===== src/rtl/enigma_rotor_stepper.sv =====
// Rotor stepping front stage: accepts a key symbol, advances the three rotor
// positions with odometer and double-step rules, and emits the offset symbol.
module enigma_rotor_stepper #(
    parameter int NUM_SYM = 26,
    parameter int NOTCH1  = 16,
    parameter int NOTCH2  = 4,
    parameter int NOTCH3  = 21
) (
    input  logic       clk,
    input  logic       rst,
    input  logic       load,
    input  logic [4:0] load_pos1,
    input  logic [4:0] load_pos2,
    input  logic [4:0] load_pos3,
    input  logic       key_valid,
    input  logic [4:0] key_sym,
    output logic       key_ready,
    output logic       out_valid,
    input  logic       out_ready,
    output logic [4:0] out_sym,
    output logic [4:0] pos1,
    output logic [4:0] pos2,
    output logic [4:0] pos3,
    output logic       err
);

    typedef enum logic [1:0] {IDLE, STEP, OUT} state_t;

    localparam logic [5:0] NUM6 = 6'(NUM_SYM);
    localparam logic [4:0] N1   = 5'(NOTCH1);
    localparam logic [4:0] N2   = 5'(NOTCH2);

    // The rotor-3 notch never causes stepping; it is only range-checked here.
    if (NOTCH1 >= NUM_SYM || NOTCH2 >= NUM_SYM || NOTCH3 >= NUM_SYM) begin : g_bad_notch
        $error("enigma_rotor_stepper: notch position outside the alphabet");
    end

    state_t     state, state_nxt;
    logic [4:0] key_q;
    logic       key_ok;
    logic       accept;
    logic [4:0] pos1_new;

    function automatic logic [4:0] clamp_sym(input logic [4:0] s);
        return ({1'b0, s} >= NUM6) ? 5'd0 : s;
    endfunction

    function automatic logic [4:0] inc_wrap(input logic [4:0] p);
        return (({1'b0, p} + 6'd1) >= NUM6) ? 5'd0 : (p + 5'd1);
    endfunction

    function automatic logic [4:0] add_mod(input logic [4:0] a, input logic [4:0] b);
        logic [5:0] s;
        s = {1'b0, a} + {1'b0, b};
        if (s >= NUM6) s = s - NUM6;
        return s[4:0];
    endfunction

    assign key_ready = (state == IDLE) && !load;
    assign accept    = key_valid && key_ready;
    assign key_ok    = {1'b0, key_sym} < NUM6;
    assign pos1_new  = inc_wrap(pos1);

    always_ff @(posedge clk or posedge rst) begin
        if (rst) state <= IDLE;
        else     state <= state_nxt;
    end

    always_comb begin
        state_nxt = state;
        case (state)
            IDLE:    if (accept && key_ok) state_nxt = STEP;
            STEP:    state_nxt = OUT;
            OUT:     if (out_ready) state_nxt = IDLE;
            default: state_nxt = IDLE;
        endcase
    end

    // Captured key is pure data; it is only consumed in STEP after a capture.
    always_ff @(posedge clk) begin
        if (state == IDLE && accept && key_ok) key_q <= key_sym;
    end

    always_ff @(posedge clk or posedge rst) begin
        if (rst) begin
            pos1      <= 5'd0;
            pos2      <= 5'd0;
            pos3      <= 5'd0;
            out_valid <= 1'b0;
            out_sym   <= 5'd0;
            err       <= 1'b0;
        end else begin
            err <= 1'b0;
            case (state)
                IDLE: begin
                    if (load) begin
                        pos1 <= clamp_sym(load_pos1);
                        pos2 <= clamp_sym(load_pos2);
                        pos3 <= clamp_sym(load_pos3);
                    end else if (accept && !key_ok) begin
                        err <= 1'b1;
                    end
                end
                STEP: begin
                    // Rotor 2 also steps on its own notch: the double step.
                    pos1 <= pos1_new;
                    if (pos1 == N1 || pos2 == N2) pos2 <= inc_wrap(pos2);
                    if (pos2 == N2) pos3 <= inc_wrap(pos3);
                    out_sym   <= add_mod(key_q, pos1_new);
                    out_valid <= 1'b1;
                end
                OUT: begin
                    if (out_ready) out_valid <= 1'b0;
                end
                default: ;
            endcase
        end
    end

endmodule


===== config.mk =====
export PLATFORM = sky130hd
export DESIGN_NAME = enigma_rotor_stepper
export DESIGN_NICKNAME = d
export VERILOG_FILES = /design/src/rtl/enigma_rotor_stepper.sv
export SDC_FILE = /design/constraint.sdc
export NUM_CORES = 1
export LEC_CHECK = 0
export CAP_MARGIN = 40
export CORE_MARGIN = 4
export CORE_UTILIZATION = 56
export CTS_BUF_LIST = sky130_fd_sc_hd__clkbuf_8
export DETAILED_ROUTE_END_ITERATION = 7
export MAX_ROUTING_LAYER = met4
export PLACE_DENSITY = 0.87
export SYNTH_ARGS = -nofsm -noshare
export SYNTH_HDL_FRONTEND = slang
export SYNTH_SLANG_ARGS = --single-unit

===== constraint.sdc =====
create_clock -name clk -period 5.6 [get_ports clk]
set_clock_uncertainty 0.2 [all_clocks]
set_input_delay 1.4 -clock clk [delete_from_list [all_inputs] [get_ports clk]]
set_output_delay 1.4 -clock clk [all_outputs]
set_load 0.03 [all_outputs]

==> flow_summary.html <==
<table>
<tr><th>Metric</th><th>Value</th></tr>
<tr><th colspan="2">Critical path</th></tr>
<tr><td>Crit path max fanout</td><td>4</td></tr>
<tr><td>Required time of the worst setup path</td><td>4000 ps</td></tr>
<tr><td>Kind of launch point of the worst setup path</td><td>input port</td></tr>
<tr><td>CP Class</td><td>in -&gt; out</td></tr>
<tr><td>Critical Path Start</td><td>load</td></tr>
<tr><td>Reg-to-reg startpoint</td><td>pos1[0]$_DFFE_PP0P_</td></tr>
<tr><td>Worst EP arrival</td><td>2910 ps</td></tr>
<tr><td>Reg2reg path depth</td><td>14</td></tr>
<tr><td>Crit. End Element</td><td>primary output</td></tr>
<tr><th colspan="2">Final layout</th></tr>
<tr><td>Layout Nets</td><td>345</td></tr>
<tr><td>Proportion of layout cells with a drive suffix above 1</td><td>0.0588</td></tr>
<tr><td>Final core utilization</td><td>0.751</td></tr>
<tr><td>Final antenna diode count</td><td>0</td></tr>
<tr><td>P&amp;R area growth vs syn</td><td>26.3%</td></tr>
<tr><th colspan="2">Power and ir drop</th></tr>
<tr><td>Largest voltage drop on the vdd net</td><td>0.345 mV</td></tr>
<tr><td>Clk pwr share</td><td>0.120</td></tr>
<tr><td>NetSw</td><td>663 uW</td></tr>
<tr><td>Proportion of power drawn by flip-flops and latches</td><td>0.268</td></tr>
<tr><td>Power density over the cells</td><td>489 mW/mm^2</td></tr>
<tr><td>Static leakage</td><td>0.00118 uW</td></tr>
<tr><td>Cell-internal power</td><td>722 uW</td></tr>
<tr><td>Switching power as a share of total power</td><td>0.479</td></tr>
<tr><td>Part of the power in combinational logic</td><td>0.612</td></tr>
<tr><th colspan="2">Clock tree</th></tr>
<tr><td>Clock buffers created by TritonCTS</td><td>5</td></tr>
<tr><td>Hold_buf cts</td><td>0</td></tr>
<tr><td>Clock edge transition at the registers on the reported setup and hold paths</td><td>60 ps</td></tr>
<tr><td>Clock Sink Count</td><td>29</td></tr>
<tr><td>TritonCTS clock tree</td><td>built</td></tr>
<tr><td>Clock Tree Buf Depth</td><td>2</td></tr>
<tr><td>Total of cells resized after clock tree synthesis</td><td>0</td></tr>
<tr><td>Cell chosen for the clock root</td><td>clkbuf_8</td></tr>
<tr><td>CTS H-Tree Depth</td><td>2</td></tr>
<tr><td>Setup fix buffers added after clock tree synthesis</td><td>0</td></tr>
<tr><td>Latest clock arrival within the worst-skew pair</td><td>290 ps</td></tr>
<tr><th colspan="2">Routing</th></tr>
<tr><td>Router iterations before antenna repair</td><td>4</td></tr>
<tr><td>Routed WL</td><td>5690 um</td></tr>
<tr><td>Iter 0 DRT Violations</td><td>139</td></tr>
<tr><td>Routed length per instance</td><td>16.1 um</td></tr>
<tr><td>Total via count in the routed design</td><td>2191</td></tr>
<tr><td>Post-detailed-route via-to-cell ratio</td><td>6.19</td></tr>
<tr><td>Count of unresolved DRC violations after routing</td><td>0</td></tr>
<tr><td>Number of routed nets with antenna violations</td><td>0</td></tr>
<tr><th colspan="2">Yosys</th></tr>
<tr><td>Fraction of registers with async set or reset after synthesis</td><td>0.828</td></tr>
<tr><td>Syn_nets</td><td>301</td></tr>
<tr><td>Synthesized instance count</td><td>261</td></tr>
<tr><td>Number of distinct library cells after synthesis</td><td>64</td></tr>
<tr><td>#FFs+latches synth</td><td>29</td></tr>
<tr><td>Proportion of synthesized chip area in sequential cells</td><td>0.334</td></tr>
<tr><td>Post-synth top area share</td><td>0.268</td></tr>
<tr><td>Number of enable flip-flop cells after synthesis</td><td>5</td></tr>
<tr><td>Fraction of synthesized area in multiplexers</td><td>0</td></tr>
<tr><td>Cell types occupying the most area after synthesis</td><td>dfrtp_1 27%, ha_1 7.8%, edfxtp_1 6.7%</td></tr>
<tr><td>Average footprint of a synthesized cell</td><td>8.60 sq um</td></tr>
<tr><td>Simple-Gate Fraction of Synth Area</td><td>0.233</td></tr>
<tr><td>Parity-gate share of the synthesized area counting xor and xnor cells</td><td>0.0156</td></tr>
<tr><td>Number of warning messages in the yosys log</td><td>0</td></tr>
<tr><td>Largest family of logic cells by synthesized area</td><td>compound AO/OA/AOI/OAI gates</td></tr>
<tr><td>Post-Syn Area</td><td>0.00224 sq mm</td></tr>
<tr><td>Commonest register cell after synthesis</td><td>dfrtp_1</td></tr>
<tr><td>Synthesized-area fraction occupied by ao, oa, aoi and oai cells</td><td>0.279</td></tr>
<tr><td>Post-synthesis cell type with the largest combined area</td><td>dfrtp_1</td></tr>
<tr><td>Fraction of the mapped netlist area in adder cells</td><td>0.0870</td></tr>
<tr><th colspan="2">STA</th></tr>
<tr><td>Clock period minus final worst setup slack</td><td>4510 ps</td></tr>
<tr><td>Headroom to the max-slew limit</td><td>0.398</td></tr>
<tr><td>Unrepaired setup endpoints after global routing</td><td>false</td></tr>
<tr><td>Peak Freq</td><td>222 MHz</td></tr>
<tr><td>Endpoints failing setup</td><td>0</td></tr>
<tr><td>Worst-Margin Slew</td><td>903 ps</td></tr>
<tr><td>Number of hold-slack violations in the final timing report</td><td>0</td></tr>
<tr><td>Final slew viol count</td><td>0</td></tr>
<tr><td>Tcrit/Tclk final</td><td>0.805</td></tr>
<tr><td>Setup TNS after final layout</td><td>0 ps</td></tr>
<tr><th colspan="2">Floorplan</th></tr>
<tr><td>Num rows</td><td>22</td></tr>
<tr><td>Die boundary width</td><td>71.3 um</td></tr>
<tr><td>Die height</td><td>71.3 um</td></tr>
<tr><td>Number of ports placed on the die boundary</td><td>48</td></tr>
<tr><td>Initial Util</td><td>0.595</td></tr>
<tr><td>Die Outline Area</td><td>0.00509 sq mm</td></tr>
<tr><td>Standard cell core area</td><td>0.00377 sq mm</td></tr>
<tr><th colspan="2">Worst hold path</th></tr>
<tr><td>Worst hold stages</td><td>2</td></tr>
<tr><td>Critical hold path startpoint</td><td>out_sym[0]$_DFFE_PP0P_</td></tr>
<tr><td>Hold crit path type</td><td>reg -&gt; reg</td></tr>
<tr><th colspan="2">Place</th></tr>
<tr><td>Routability congestion estimate</td><td>0.819</td></tr>
<tr><td>Estimated wirelength of the detail-placed design</td><td>4240 um</td></tr>
<tr><td>Number of buffer cells added on primary ports</td><td>47</td></tr>
<tr><th colspan="2">Status</th></tr>
<tr><td>Outcome</td><td>complete, no violations</td></tr>
<tr><th colspan="2">GRT</th></tr>
<tr><td>Vias in the first global route</td><td>2098</td></tr>
<tr><td>Antenna violations before repair</td><td>0</td></tr>
<tr><td>Total track usage</td><td>0.231</td></tr>
<tr><td>Pin count of the biggest net entering global routing</td><td>25</td></tr>
<tr><td>First-pass GRT wire length</td><td>9110 um</td></tr>
<tr><td>Overall overflow remaining after global route</td><td>0</td></tr>
<tr><th colspan="2">Flow run</th></tr>
<tr><td>Max capacitance violation total</td><td>0</td></tr>
</table>
==> power by group through the flow <==
stage	clock, uW	sequential, uW	combinational, uW
6_report	167	371	847
5_1_grt	180	385	916
4_1_cts	169	369	842
3_5_place_dp	0	373	837
3_3_place_gp	0	369	810
2_1_floorplan	0	438	520
==> metal layers <==
layer | part of all wire | routed length (um) | track usage | up-vias
met2 | 0.48 | 2730 | 0.364 | 77
met1 | 0.44 | 2480 | 0.273 | 1035
li1 | - | - | - | 1065
met3 | 0.065 | 370 | 0.0603 | 14
met5 | 0 | 0 | - | -
met4 | 0.020 | 112 | 0.111 | 0
==> placed cells by master, fill, tap and decap left out, types with 3 or more instances in the layout <==
cell | Yosys | final
o21a_1 | 4 | 4
nor2_1 | 23 | 23
nand2b_1 | 5 | 5
o211ai_1 | 5 | 5
clkdlybuf4s50_1 | 0 | 47
a21o_1 | 3 | 3
and2_1 | 3 | 3
and3_1 | 4 | 4
edfxtp_1 | 5 | 5
nor2b_1 | 4 | 4
clkbuf_8 | 0 | 5
o22ai_1 | 3 | 3
nor3_1 | 4 | 4
nand2_1 | 23 | 23
nand4_1 | 5 | 5
inv_1 | 15 | 15
a21oi_1 | 14 | 14
a31oi_1 | 8 | 8
a22oi_1 | 3 | 3
ha_1 | 14 | 14
dfrtp_1 | 24 | 24
o21ai_0 | 9 | 9
nand3_1 | 14 | 14
a221o_1 | 4 | 4
==> logic make-up after synthesis <==
group           after synthesis
compound gates               85
flops                        29
simple gates                101
buf+inv                      27
xor+xnor                      4
fa+ha+maj                    15
==> final cells by class <==
type	count	area (sq um)
sequential	29	751
tap	48	60.1
fill	282	937
inverter	15	56.3
clock inverter	3	12.5
multi-input combinational	205	1380
clock buffer	5	68.8
timing repair buffer	49	505
==> Yosys cell counts (3+ instances only) <==
cell type,number
nand3_1,14
buf_2,4
and2_1,3
nand2_1,23
nor3_1,4
dfrtp_1,24
nor2b_1,4
clkbuf_1,6
and3_1,4
inv_1,15
o21a_1,4
a31oi_1,8
nand2b_1,5
o21ai_0,9
nor2_1,23
edfxtp_1,5
a21o_1,3
o211ai_1,5
o22ai_1,3
a221o_1,4
ha_1,14
nand4_1,5
a22oi_1,3
a21oi_1,14
==> critical path, cell delays in order <==
cell and delay (ps):
clkdlybuf4s50_1 450, nor3_1 310, clkdlybuf4s50_1 750
==> sequential cells by signal (all words and copies together) (netlist names) <==
name       count
err            1
key_q          5
out_sym        5
out_valid      1
pos1           5
pos2           5
pos3           5
state          2
==> metrics by stage <==
step / worst slack, ps / hold slack [ps] / total power [uW] / instances / area, sq um
CTS: 1080 / 318 / 1380 / 354 / 2830
finish: 1090 / 312 / 1380 / 354 / 2830
global placement: 1170 / 291 / 1180 / 345 / 2730
global route: 960 / 364 / 1480 / 354 / 2830
floorplan: 1840 / 332 / 958 / 261 / 2240
detailed placement: 1080 / 289 / 1210 / 346 / 2750
==> final timing paths <==
path / end / slack, ps
min in group asynchronous: state[1]$_DFFE_PP0P_ / 1190
setup / recovery: key_ready / 1090
setup reg to reg: out_sym[4]$_DFFE_PP0P_ / 1580
hold / removal: out_sym[0]$_DFFE_PP0P_ / 310
hold reg to reg: out_sym[0]$_DFFE_PP0P_ / 310
max in group asynchronous: out_sym[3]$_DFFE_PP0P_ / 3580
Power figures use the tool's default switching activity.
